**config.mk**
```make
export PLATFORM = sky130hd
export DESIGN_NAME = fft_seq_ctrl
export DESIGN_NICKNAME = d
export VERILOG_FILES = /design/src/rtl/fft_seq_ctrl.sv
export SDC_FILE = /design/constraint.sdc
export NUM_CORES = 1
export LEC_CHECK = 0
export BUFFER_PORTS_ARGS = -buffer_cell sky130_fd_sc_hd__buf_4
export CAP_MARGIN = 10
export CORE_ASPECT_RATIO = 0.6
export CORE_UTILIZATION = 31
export DETAILED_ROUTE_END_ITERATION = 8
export SETUP_SLACK_MARGIN = 0.3
export SLEW_MARGIN = 20
export SYNTH_ARGS = -nofsm -noshare
export SYNTH_HDL_FRONTEND = slang
export SYNTH_SLANG_ARGS = --single-unit
export TNS_END_PERCENT = 100
```
**constraint.sdc**
```tcl
create_clock -name CLK -period 5.04 [get_ports CLK]
set_input_delay 0.252 -clock CLK [delete_from_list [all_inputs] [get_ports CLK]]
set_output_delay 0.252 -clock CLK [all_outputs]
set_load 0.01 [all_outputs]
```
**src/rtl/fft_seq_ctrl.sv**
```systemverilog
// Sequencing controller for an in-place radix-2 DIT FFT: bit-reversed load, staged butterfly issue
// with delayed writeback, natural-order unload. Define FFT_CYCLE_CNT_EN to add the cycle_cnt output.
module fft_seq_ctrl #(
  parameter int N_LOG2 = 5,
  parameter int BF_LAT = 3
) (
  input  logic              CLK,
  input  logic              RST,
  input  logic              start,
  input  logic              in_valid,
  output logic              in_ready,
  output logic              ram_we,
  output logic              ram_wsel,
  output logic [N_LOG2-1:0] ram_waddr,
  output logic [N_LOG2-1:0] ram_waddr_b,
  output logic              bf_valid,
  output logic [N_LOG2-1:0] bf_addr_a,
  output logic [N_LOG2-1:0] bf_addr_b,
  output logic [N_LOG2-2:0] bf_tw_idx,
  output logic [N_LOG2-1:0] rd_addr,
  output logic              out_valid,
  input  logic              out_ready,
  output logic              out_last,
  output logic              busy,
  output logic              fft_finish
`ifdef FFT_CYCLE_CNT_EN
  ,
  output logic [15:0]       cycle_cnt
`endif
);

  localparam int SW = $clog2(N_LOG2 + 1);
  localparam int DW = $clog2(BF_LAT + 1);

  localparam logic [2:0] S_IDLE   = 3'd0;
  localparam logic [2:0] S_LOAD   = 3'd1;
  localparam logic [2:0] S_CALC   = 3'd2;
  localparam logic [2:0] S_DRAIN  = 3'd3;
  localparam logic [2:0] S_UNLOAD = 3'd4;
  localparam logic [2:0] S_DONE   = 3'd5;

  logic [2:0]        state;
  logic [N_LOG2-1:0] load_cnt;
  logic [N_LOG2-2:0] k;
  logic [SW-1:0]     stage;
  logic [DW-1:0]     drain_cnt;
  logic [N_LOG2-1:0] rd_cnt;
  logic              ov_q;

  logic              vld_dly [BF_LAT];
  logic [N_LOG2-1:0] a_dly   [BF_LAT];
  logic [N_LOG2-1:0] b_dly   [BF_LAT];

  logic [N_LOG2-1:0] k_w, half, addr_a;
  logic [N_LOG2-2:0] mask_k, pos_k;
  logic              wb_vld, fire;

  function automatic logic [N_LOG2-1:0] bitrev(input logic [N_LOG2-1:0] v);
    logic [N_LOG2-1:0] r;
    for (int i = 0; i < N_LOG2; i++) r[i] = v[N_LOG2-1-i];
    return r;
  endfunction

  // Address generation: group index k>>s spreads to stride 2*half, pos is the offset within a group.
  always_comb begin
    k_w    = N_LOG2'(k);
    half   = N_LOG2'(1) << stage;
    mask_k = ~({(N_LOG2-1){1'b1}} << stage);
    pos_k  = k & mask_k;
    addr_a = ((k_w >> stage) << (stage + SW'(1))) + N_LOG2'(pos_k);
  end

  assign wb_vld = vld_dly[BF_LAT-1];
  assign fire   = ov_q & out_ready;

  always_comb begin
    busy        = (state != S_IDLE);
    in_ready    = (state == S_LOAD);
    bf_valid    = (state == S_CALC);
    bf_addr_a   = '0;
    bf_addr_b   = '0;
    bf_tw_idx   = '0;
    if (bf_valid) begin
      bf_addr_a = addr_a;
      bf_addr_b = addr_a + half;
      bf_tw_idx = pos_k << (SW'(N_LOG2 - 1) - stage);
    end
    ram_we      = wb_vld | (in_ready & in_valid);
    ram_wsel    = wb_vld;
    ram_waddr   = '0;
    ram_waddr_b = '0;
    if (wb_vld) begin
      ram_waddr   = a_dly[BF_LAT-1];
      ram_waddr_b = b_dly[BF_LAT-1];
    end else if (in_ready) begin
      ram_waddr   = bitrev(load_cnt);
    end
    out_valid   = ov_q;
    out_last    = ov_q && (rd_cnt == '1);
    // rd_addr points at the displayed result so a stalled read keeps the RAM output stable.
    rd_addr     = (state == S_UNLOAD && fire) ? rd_cnt + N_LOG2'(1) : rd_cnt;
    fft_finish  = (state == S_DONE);
  end

  always_ff @(posedge CLK) begin
    if (RST) begin
      state     <= S_IDLE;
      load_cnt  <= '0;
      k         <= '0;
      stage     <= '0;
      drain_cnt <= '0;
      rd_cnt    <= '0;
      ov_q      <= 1'b0;
      for (int i = 0; i < BF_LAT; i++) begin
        vld_dly[i] <= 1'b0;
        a_dly[i]   <= '0;
        b_dly[i]   <= '0;
      end
    end else begin
      // Writeback delay line: issue -> writeback after BF_LAT cycles
      vld_dly[0] <= bf_valid;
      a_dly[0]   <= bf_addr_a;
      b_dly[0]   <= bf_addr_b;
      for (int i = 1; i < BF_LAT; i++) begin
        vld_dly[i] <= vld_dly[i-1];
        a_dly[i]   <= a_dly[i-1];
        b_dly[i]   <= b_dly[i-1];
      end
      case (state)
        S_IDLE: if (start) begin
          state    <= S_LOAD;
          load_cnt <= '0;
        end
        S_LOAD: if (in_valid) begin
          load_cnt <= load_cnt + N_LOG2'(1);
          if (load_cnt == '1) begin
            state <= S_CALC;
            stage <= '0;
            k     <= '0;
          end
        end
        S_CALC: begin
          k <= k + 1'b1;
          if (k == '1) begin
            state     <= S_DRAIN;
            drain_cnt <= '0;
          end
        end
        S_DRAIN: begin
          drain_cnt <= drain_cnt + DW'(1);
          if (drain_cnt == DW'(BF_LAT - 1)) begin
            if (stage == SW'(N_LOG2 - 1)) begin
              state  <= S_UNLOAD;
              rd_cnt <= '0;
              ov_q   <= 1'b0;
            end else begin
              stage <= stage + SW'(1);
              k     <= '0;
              state <= S_CALC;
            end
          end
        end
        S_UNLOAD: begin
          if (!ov_q) begin
            ov_q <= 1'b1;
          end else if (out_ready) begin
            if (rd_cnt == '1) begin
              ov_q  <= 1'b0;
              state <= S_DONE;
            end else begin
              rd_cnt <= rd_cnt + N_LOG2'(1);
            end
          end
        end
        S_DONE:  state <= S_IDLE;
        default: state <= S_IDLE;
      endcase
    end
  end

`ifdef FFT_CYCLE_CNT_EN
  always_ff @(posedge CLK) begin
    if (RST) begin
      cycle_cnt <= '0;
    end else if (state == S_IDLE && start) begin
      cycle_cnt <= '0;
    end else if (busy && cycle_cnt != 16'hFFFF) begin
      cycle_cnt <= cycle_cnt + 16'd1;
    end
  end
`endif

endmodule

```
==> results by group, run 1 <==
Worst setup path
  – R2r setup slk: ~1200 ps
  – Reg2reg path depth: 16
  – Reg2reg start: stage[0]
  – R2r endpoint: b_dly[0][4]
  – Worst-path cell chain: ha_1, inv_1, ha_1, nor3_1, and3_1, ha_1, inv_1, fa_1, xor2_2, inv_1, ha_1, nor2b_1, o21ai_0, a21oi_1, or3_1, mux2i_1, buf_4
  – Worst Setup End Kind: output pin
  – Top cell by count, worst path: ha_1
  – Delay-heaviest family, CP: adder cells
  – Buf/Inv on CP: 4
  – CP max FO: 19
  – Slowest-stage cell, CP: dfxtp_4
  – Crit. path cell count: 17
  – CP peak stage delay: between 400 and 500 ps
  – Worst Setup Start Kind: flop
  – WP data required: 4790 ps
  – Critical path class: reg -> out
  – Arr. time, crit path: slightly above 4000 ps

Synthesis
  – Syn Nets: 382
  – Async SR Flop Fraction: 0%
  – Post-synthesis cell type count: 56
  – Syn avg cell area: 8.695 sq um
  – Synth Area in Simple Gates: between 20% and 30%
  – Synth Flop Type: dfxtp_1
  – Seq/Total Area, Yosys: a little over a third
  – Synth warnings: 0
  – Fraction of the mapped netlist area in compound gates: 12.84%
  – #FFs+latches synth: 56
  – Syn Std Cell Area: ~3100 sq um
  – Synth Area in Adders: about a tenth
  – Post-synthesis xor/xnor area fraction: 3.139%
  – Number of enable flip-flop cells after synthesis: 0
  – Mux cell area share after synthesis: between 4 and 5%
  – Syn Inst Count: about 350
  – Main combinational cell family by area after synthesis: simple AND/OR/NAND/NOR gates

Timing
  – Worst slew margin: a little under three fifths
  – Fin. Hold Viols: 0
  – Hold_ws: between 300 and 400 ps
  – Final setup viols: 0
  – Worst Max-Slew Pin Slew: 669.0 ps
  – Final cycle utilization of the critical path: just under 90%
  – Fmax: 0.2286 GHz
  – Final setup margin: roughly 670 ps
  – RSZ-0062 raised after global routing: no
  – Final Max Slew Viols: 0
  – Minimum clock period: approximately 4400 ps
  – Setup TNS Final: 0 ps
  – Clk_skew: ~5.0 ps

CTS
  – Clk slew on worst S/H paths: ~80 ps
  – Clock Root Buffer: clkbuf_16
  – CTS tree: done
  – Cts bufs inserted: 5
  – Latest clock arrival within the worst-skew pair: between 200 and 300 ps
  – Clock buffer depth: 2
  – Post-CTS Repair Setup Buffers: 0
  – Cts hold-fix bufs: 0
  – CTS H-Tree Depth: 2
  – TritonCTS Sinks: 56

Finish
  – Area grow syn2layout: 17.28%
  – Ratio of cells with drive above 1 in the final layout: 19.16%
  – N_diodes: 0
  – Most frequent cells in the layout: dfxtp_1 (53), buf_4 (41), nor2_1 (38)
  – Post-route cell area: between 3000 and 4000 sq um
  – Post-layout net count: 409
  – Fillers: between 900 and 1,000
  – Finished Core Util: a little under two fifths
  – Most common cell after layout, fill and taps aside: dfxtp_1

Hold path
  – Hold Path Class: in -> reg
  – Hold depth: 3
  – Hold Path Sink: load_cnt[0]
  – Hold Crit Start: in_valid

Global route
  – Vias in the first global route: between 2,000 and 2,500
  – Initial antenna violation count: 0
  – Global-route wire length before repair: 10,620 um
  – Total GRT Usage: approximately an eighth
  – Grt ovf: 0
  – Pin count of the biggest net entering global routing: 46

Floorplanning
  – Die height: slightly below 80 um
  – Die area: roughly 10,000 sq um
  – Width of the die: around 130 um
  – Ports: 42
  – # rows: 27
  – Initial Utilization: 32.68%
  – Core region area: between 9000 and 10,000 sq um

Placement
  – Placed instance area: approximately 3400 sq um
  – IO buf count: 41
  – Pre-CTS setup slack: between 400 and 500 ps
  – GP Congestion: between 0.8 and 0.9
  – HPWL Detailed: 4752 um

Power
  – Lkg Pwr: 1.525 nW
  – PD cells: between 200 and 300 nW/um^2
  – Peak supply drop: about 0.15 mV

Route
  – Starting DRT DRC Count: between 150 and 200
  – Vias/cell: about 4.7
  – Vias: approximately 2,400
  – DR WL/cell: approximately 13 um
  – Drt first pass iters: 4
  – DRC Markers: 0
  – Routed Antenna Nets: 0
  – Total routed wirelength: between 6000 and 7000 um

Outcome
  – Outcome: finished clean

Job
  – Max_cap viols: 0
==> per-layer routing <==
layer / GRT usage (%) / share of wire (%) / vias to the layer above
met4: 2.529 / 0.60 / 0
met3: 2.426 / 3.6 / 6
met1: 20.51 / 56 / 1122
met5: 0 / 0 / -
met2: 18.19 / 40 / 43
li1: - / - / 1251
==> cell usage after synthesis, types with 4 or more instances <==
cell / instances / share of area, %
nor3_1: 5 / 0.82
dfxtp_1: 56 / 37
ha_1: 22 / 9.0
clkbuf_1: 9 / 1.1
nand4_1: 6 / 1.2
nor2_1: 38 / 4.6
mux2_2: 4 / 1.5
and3_1: 5 / 1.0
o21ai_0: 12 / 2.0
xor2_1: 8 / 2.3
nor2b_1: 31 / 6.3
mux2i_1: 8 / 2.6
and2_1: 14 / 2.9
buf_2: 6 / 0.98
a22oi_1: 4 / 0.98
inv_1: 16 / 2.0
a211oi_1: 4 / 0.98
nand3_1: 5 / 0.82
a21oi_1: 23 / 3.8
nand2_1: 21 / 2.6
a21o_1: 4 / 0.98
==> registers in the layout (all words and copies together) (netlist names) <==
| signal | count |
|---|---|
| out_valid | 1 |
| rd_cnt | 5 |
| b_dly | 15 |
| k | 4 |
| stage | 3 |
| load_cnt | 5 |
| state | 3 |
| drain_cnt | 2 |
| a_dly | 15 |
| vld_dly | 3 |
==> where the power goes <==
part           internal, mW  total, mW  switching, mW
combinational        0.0833      0.195          0.112
sequential            0.456      0.488         0.0320
clock                 0.188      0.355          0.167
==> final cells by class <==
type | count | area (sq um) | share of cell area (%)
clock buffers | 5 | 125.1 | 3.476
clock inverters | 3 | 25.02 | 0.6952
inverters | 18 | 67.56 | 1.877
multi-input cells | 258 | 1784 | 49.57
flip-flops and latches | 56 | 1127 | 31.32
well taps | 130 | 162.7 | 4.519
repair buffers | 41 | 307.8 | 8.551
==> cell families after synthesis <==
kind of cell / after synthesis
XOR/XNOR: 11
flip-flops: 56
multiplexers: 13
AO/OA/AOI/OAI: 61
buffers and inverters: 39
adder cells (fa/ha/maj): 24
AND/OR/NAND/NOR: 149
==> worst min-delay path, delay by kind of cell <==
kind                   cells  cell delay (ps)
buffers and inverters      1              130
AO/OA/AOI/OAI              2              170
==> stage by stage <==
stage / total power, mW / std cells
after floorplan: 0.6406 / 353
after CTS: 1.049 / 511
final: 1.038 / 511
after global routing: 1.099 / 511
after global placement: 0.6889 / 503
after detailed placement: 0.6931 / 503
==> worst max-delay path by stage <==
stage,from,endpoint,slack [ps]
2_1_floorplan,stage[0],bf_addr_b[4],1040
3_3_place_gp,stage[0],bf_addr_b[4],620
3_5_place_dp,stage[0],bf_addr_b[4],450
4_1_cts,stage[0],bf_addr_b[4],390
5_1_grt,stage[0],bf_addr_b[4],320
6_report,stage[0],bf_addr_b[4],670
==> timing repair <==
item	in CTS	in global routing
cloned	0	0
endpoints found under the hold margin	0	0
gates resized for setup	1	5
setup endpoints to repair	1	1
(Power assumes the default switching activity.)
==> inputs of run 2 (changes only) <==
--- a/config.mk
+++ b/config.mk
@@ -5,6 +5,7 @@
 export SDC_FILE = /design/constraint.sdc
 export NUM_CORES = 1
 export LEC_CHECK = 0
+export ABC_AREA = 1
 export BUFFER_PORTS_ARGS = -buffer_cell sky130_fd_sc_hd__buf_4
 export CAP_MARGIN = 10
 export CORE_ASPECT_RATIO = 0.6
==> run 2 against run 1 <==
Against the previous run: sequential power grew 12%; cell count up 18%; die area grew 1.0%; largest power group is now combinational cells; critical path depth down 3; utilization is 0.78 points higher; combinational power rose to 3.7 times the previous value; power grew 57%; flip-flop and latch count unchanged.
==> results by group, run 2 <==
Synthesis
  – Synth Area in Simple Gates: 26.43% (-0.68 points)
  – Synth area leaders: dfxtp_1 (36%), inv_1 (10%), nor2_1 (9.2%)
  – Most frequent cell after synthesis: inv_1
  – Syn avg cell area: 7.111 sq um (-18%)
  – Number of enable flip-flop cells after synthesis: 0 (unchanged)
  – Largest area contributor in the netlist: dfxtp_1
  – Synth Area in Adders: 10.17% (-0.10 points)
  – #FFs+latches synth: 56 (unchanged)
  – Synth warnings: 0 (unchanged)
  – Post-synthesis xor/xnor area fraction: 1.977% (-1.2 points)
  – Post-synthesis cell type count: 42 (-25%)
  – Async SR Flop Fraction: 0% (unchanged)
  – Fraction of the mapped netlist area in compound gates: 12.47% (-0.37 points)
  – Post-synth top cells: inv_1 (86), nor2_1 (76), nand2_1 (61), dfxtp_1 (56), a21oi_1 (24)
  – Syn Nets: 465 (+22%)
  – Mux cell area share after synthesis: 0% (-4.4 points)
  – Synth Flop Type: dfxtp_1
  – Post-synth top area share: 36.16% (-0.37 points)
  – Seq/Total Area, Yosys: 36.16% (-0.37 points)
  – Syn Std Cell Area: 3100 sq um (+1.0%)
  – Main combinational cell family by area after synthesis: simple AND/OR/NAND/NOR gates
  – Syn Inst Count: 436 (+24%)

Worst setup path
  – Reg2reg start: stage[0]
  – CP max FO: 17 (-2)
  – CP endpoint: bf_addr_b[4]
  – Arr. time, crit path: 4040 ps (-80 ps)
  – Setup crit start: stage[0]
  – WP data required: 4790 ps (about the same)
  – Critical path class: reg -> out
  – Reg2reg path depth: 13 (-3)
  – Worst Setup Start Kind: flop
  – R2r endpoint: b_dly[0][4]
  – Worst Setup End Kind: output pin
  – R2r setup slk: 1320 ps (+110 ps)

CTS
  – Clk slew on worst S/H paths: 70 ps (about the same)
  – TritonCTS Sinks: 56 (unchanged)
  – Cts bufs inserted: 5 (unchanged)
  – Post-CTS Repair Setup Buffers: 0 (unchanged)
  – Clock buffer depth: 2 (unchanged)
  – Clock Root Buffer: clkbuf_16
  – CTS H-Tree Depth: 2 (unchanged)
  – CTS tree: done
  – Latest clock arrival within the worst-skew pair: 300 ps (about the same)

Floorplanning
  – Width of the die: 131.1 um (+0.50%)
  – Core region area: 9425 sq um (+0.36%)
  – Initial Utilization: 32.90% (+0.21 points)
  – Die height: 79.47 um (+0.49%)
  – Die area: 10,420 sq um (+1.0%)
  – # rows: 27 (unchanged)
  – Ports: 42 (unchanged)

Route
  – Starting DRT DRC Count: 208 (+18%)
  – Total routed wirelength: 6683 um (+3.3%)
  – Vias: 2,715 (+12%)
  – Routed Antenna Nets: 0 (unchanged)
  – Vias/cell: 4.488 (-5.3%)
  – DR WL/cell: 11.05 um (-13%)
  – Drt first pass iters: 5 (+1)
  – DRC Markers: 0 (unchanged)

Timing
  – Fmax: 0.2329 GHz (+1.9%)
  – Worst Max-Slew Pin Slew: 694.4 ps (+25.35 ps)
  – Final cycle utilization of the critical path: 85.18% (-1.6 points)
  – Fin. Hold Viols: 0 (unchanged)
  – Setup TNS Final: 0 ps (unchanged)
  – RSZ-0062 raised after global routing: no
  – Final Max Slew Viols: 0 (unchanged)
  – Worst slew margin: 53.54% (-1.8 points)
  – Minimum clock period: 4293 ps (-81.28 ps)
  – Clk_skew: 3.494 ps (-1.543 ps)
  – Final setup viols: 0 (unchanged)

Job
  – Max_cap viols: 0 (unchanged)

Finish
  – Most frequent cells in the layout: inv_1 (86), nor2_1 (76), nand2_1 (61)
  – N_diodes: 0 (unchanged)
  – Fillers: 982 (+4.2%)
  – Ratio of cells with drive above 1 in the final layout: 16.84% (-2.3 points)
  – Post-layout net count: 503 (+23%)
  – Most common cell after layout, fill and taps aside: inv_1
  – Post-route cell area: 3686 sq um (+2.4%)
  – Area grow syn2layout: 18.89%
  – Top flop regs: a_dly (15), b_dly (15)

Placement
  – HPWL Detailed: 5200 um (+9.4%)
  – Placed instance area: 3531 sq um (+2.8%)
  – IO buf count: 41 (unchanged)
  – GP Congestion: 0.9819 (+9.7%)

Global route
  – Total GRT Usage: 13.51% (+0.41 points)
  – Vias in the first global route: 2,452 (+14%)
  – Initial antenna violation count: 0 (unchanged)
  – Grt ovf: 0 (unchanged)
  – Pin count of the biggest net entering global routing: 43 (-6.5%)
  – Global-route wire length before repair: 11,300 um (+6.4%)

Power
  – PD cells: 442.6 nW/um^2 (+54%)
  – Lkg Pwr: 1.698 nW (+11%)
  – Peak supply drop: 0.1584 mV (+4.4%)

Hold path
  – Hold Path Class: in -> reg
  – Hold depth: 5 (+2)

Outcome
  – Outcome: finished clean
## run 2: cell count changes in the layout (fill, tap and decap cells not counted), moves of 5 or more
cell,before,now
and3_1,5,0
inv_2,2,8
mux2i_1,8,0
inv_1,16,86
nor2_1,38,76
nor2b_1,31,0
a211oi_1,4,10
nand3_1,5,17
o31ai_1,0,5
nand2_1,21,61
and2_1,14,0
## run 2: how the worst min path moves through the flow
stage,start,end,slack (ps)
floorplan,a_dly[0][5],a_dly[0][10],390
global placement,vld_dly[0][0],vld_dly[0][1],390
detailed placement,vld_dly[0][1],vld_dly[0][2],390
global route,in_valid,load_cnt[0],400
finish,in_valid,load_cnt[0],370
CTS,in_valid,load_cnt[0],350
## run 2: routing by layer
layer | up-vias | part of all wire (%) | global-route usage, % | routed length, um
li1 | 1430 | - | - | -
met1 | 1199 | 54 | 18.84 | 3593
met2 | 79 | 40 | 20.53 | 2659
met3 | 7 | 5.5 | 3.810 | 367
met4 | 0 | 0.94 | 2.824 | 63
met5 | - | 0 | 0 | 0
## run 2: kinds of logic after synthesis
family	after synthesis
AO/OA/AOI/OAI	61
XOR/XNOR	7
flip-flops	56
adder cells (fa/ha/maj)	24
buffers and inverters	105
AND/OR/NAND/NOR	183
## run 2: repair_timing
item                       CTS  global route
hold buffers                 0             0
resized for setup            0             1
setup endpoints to repair    0             1
## run 2: final cells by class
type                       instances  area (sq um)  share of cell area [%]
clock buffer                       5         125.1                   3.394
sequential                        56          1122                   30.45
clock inverter                     3         28.78                  0.7807
timing repair buffer              41         307.8                   8.350
multi-input combinational        275          1583                   42.94
tap                              130         162.7                   4.413
inverter                          95         356.6                   9.674
## run 2: stage by stage
step	hold WS, ps	util, %	power, mW	instances	setup slack [ps]
3_3_place_gp	393.7	37.46	1.260	597	1016
3_5_place_dp	393.3	37.46	1.270	597	904.1
4_1_cts	351.2	39.09	1.640	605	539.7
5_1_grt	401.2	39.11	1.768	605	404.8
6_report	367.4	39.11	1.631	605	747.1
2_1_floorplan	388.3	-	1.073	436	1559
## run 2: power breakdown
part | leakage [nW] | internal (mW) | switching (mW)
Combinational | 1.17 | 0.248 | 0.474
Clock | 0.0767 | 0.192 | 0.172
Sequential | 0.453 | 0.491 | 0.0550
## run 2: worst max-delay path: stages, from the launching register on
cell,delay (ps)
dfxtp_2,510
inv_2,150
ha_1,430
nor2_1,230
inv_1,100
nor2_1,130
ha_1,180
inv_1,60
fa_1,530
fa_1,490
o21ai_0,290
xor2_1,210
nand3_1,120
a21oi_1,180
buf_4,150
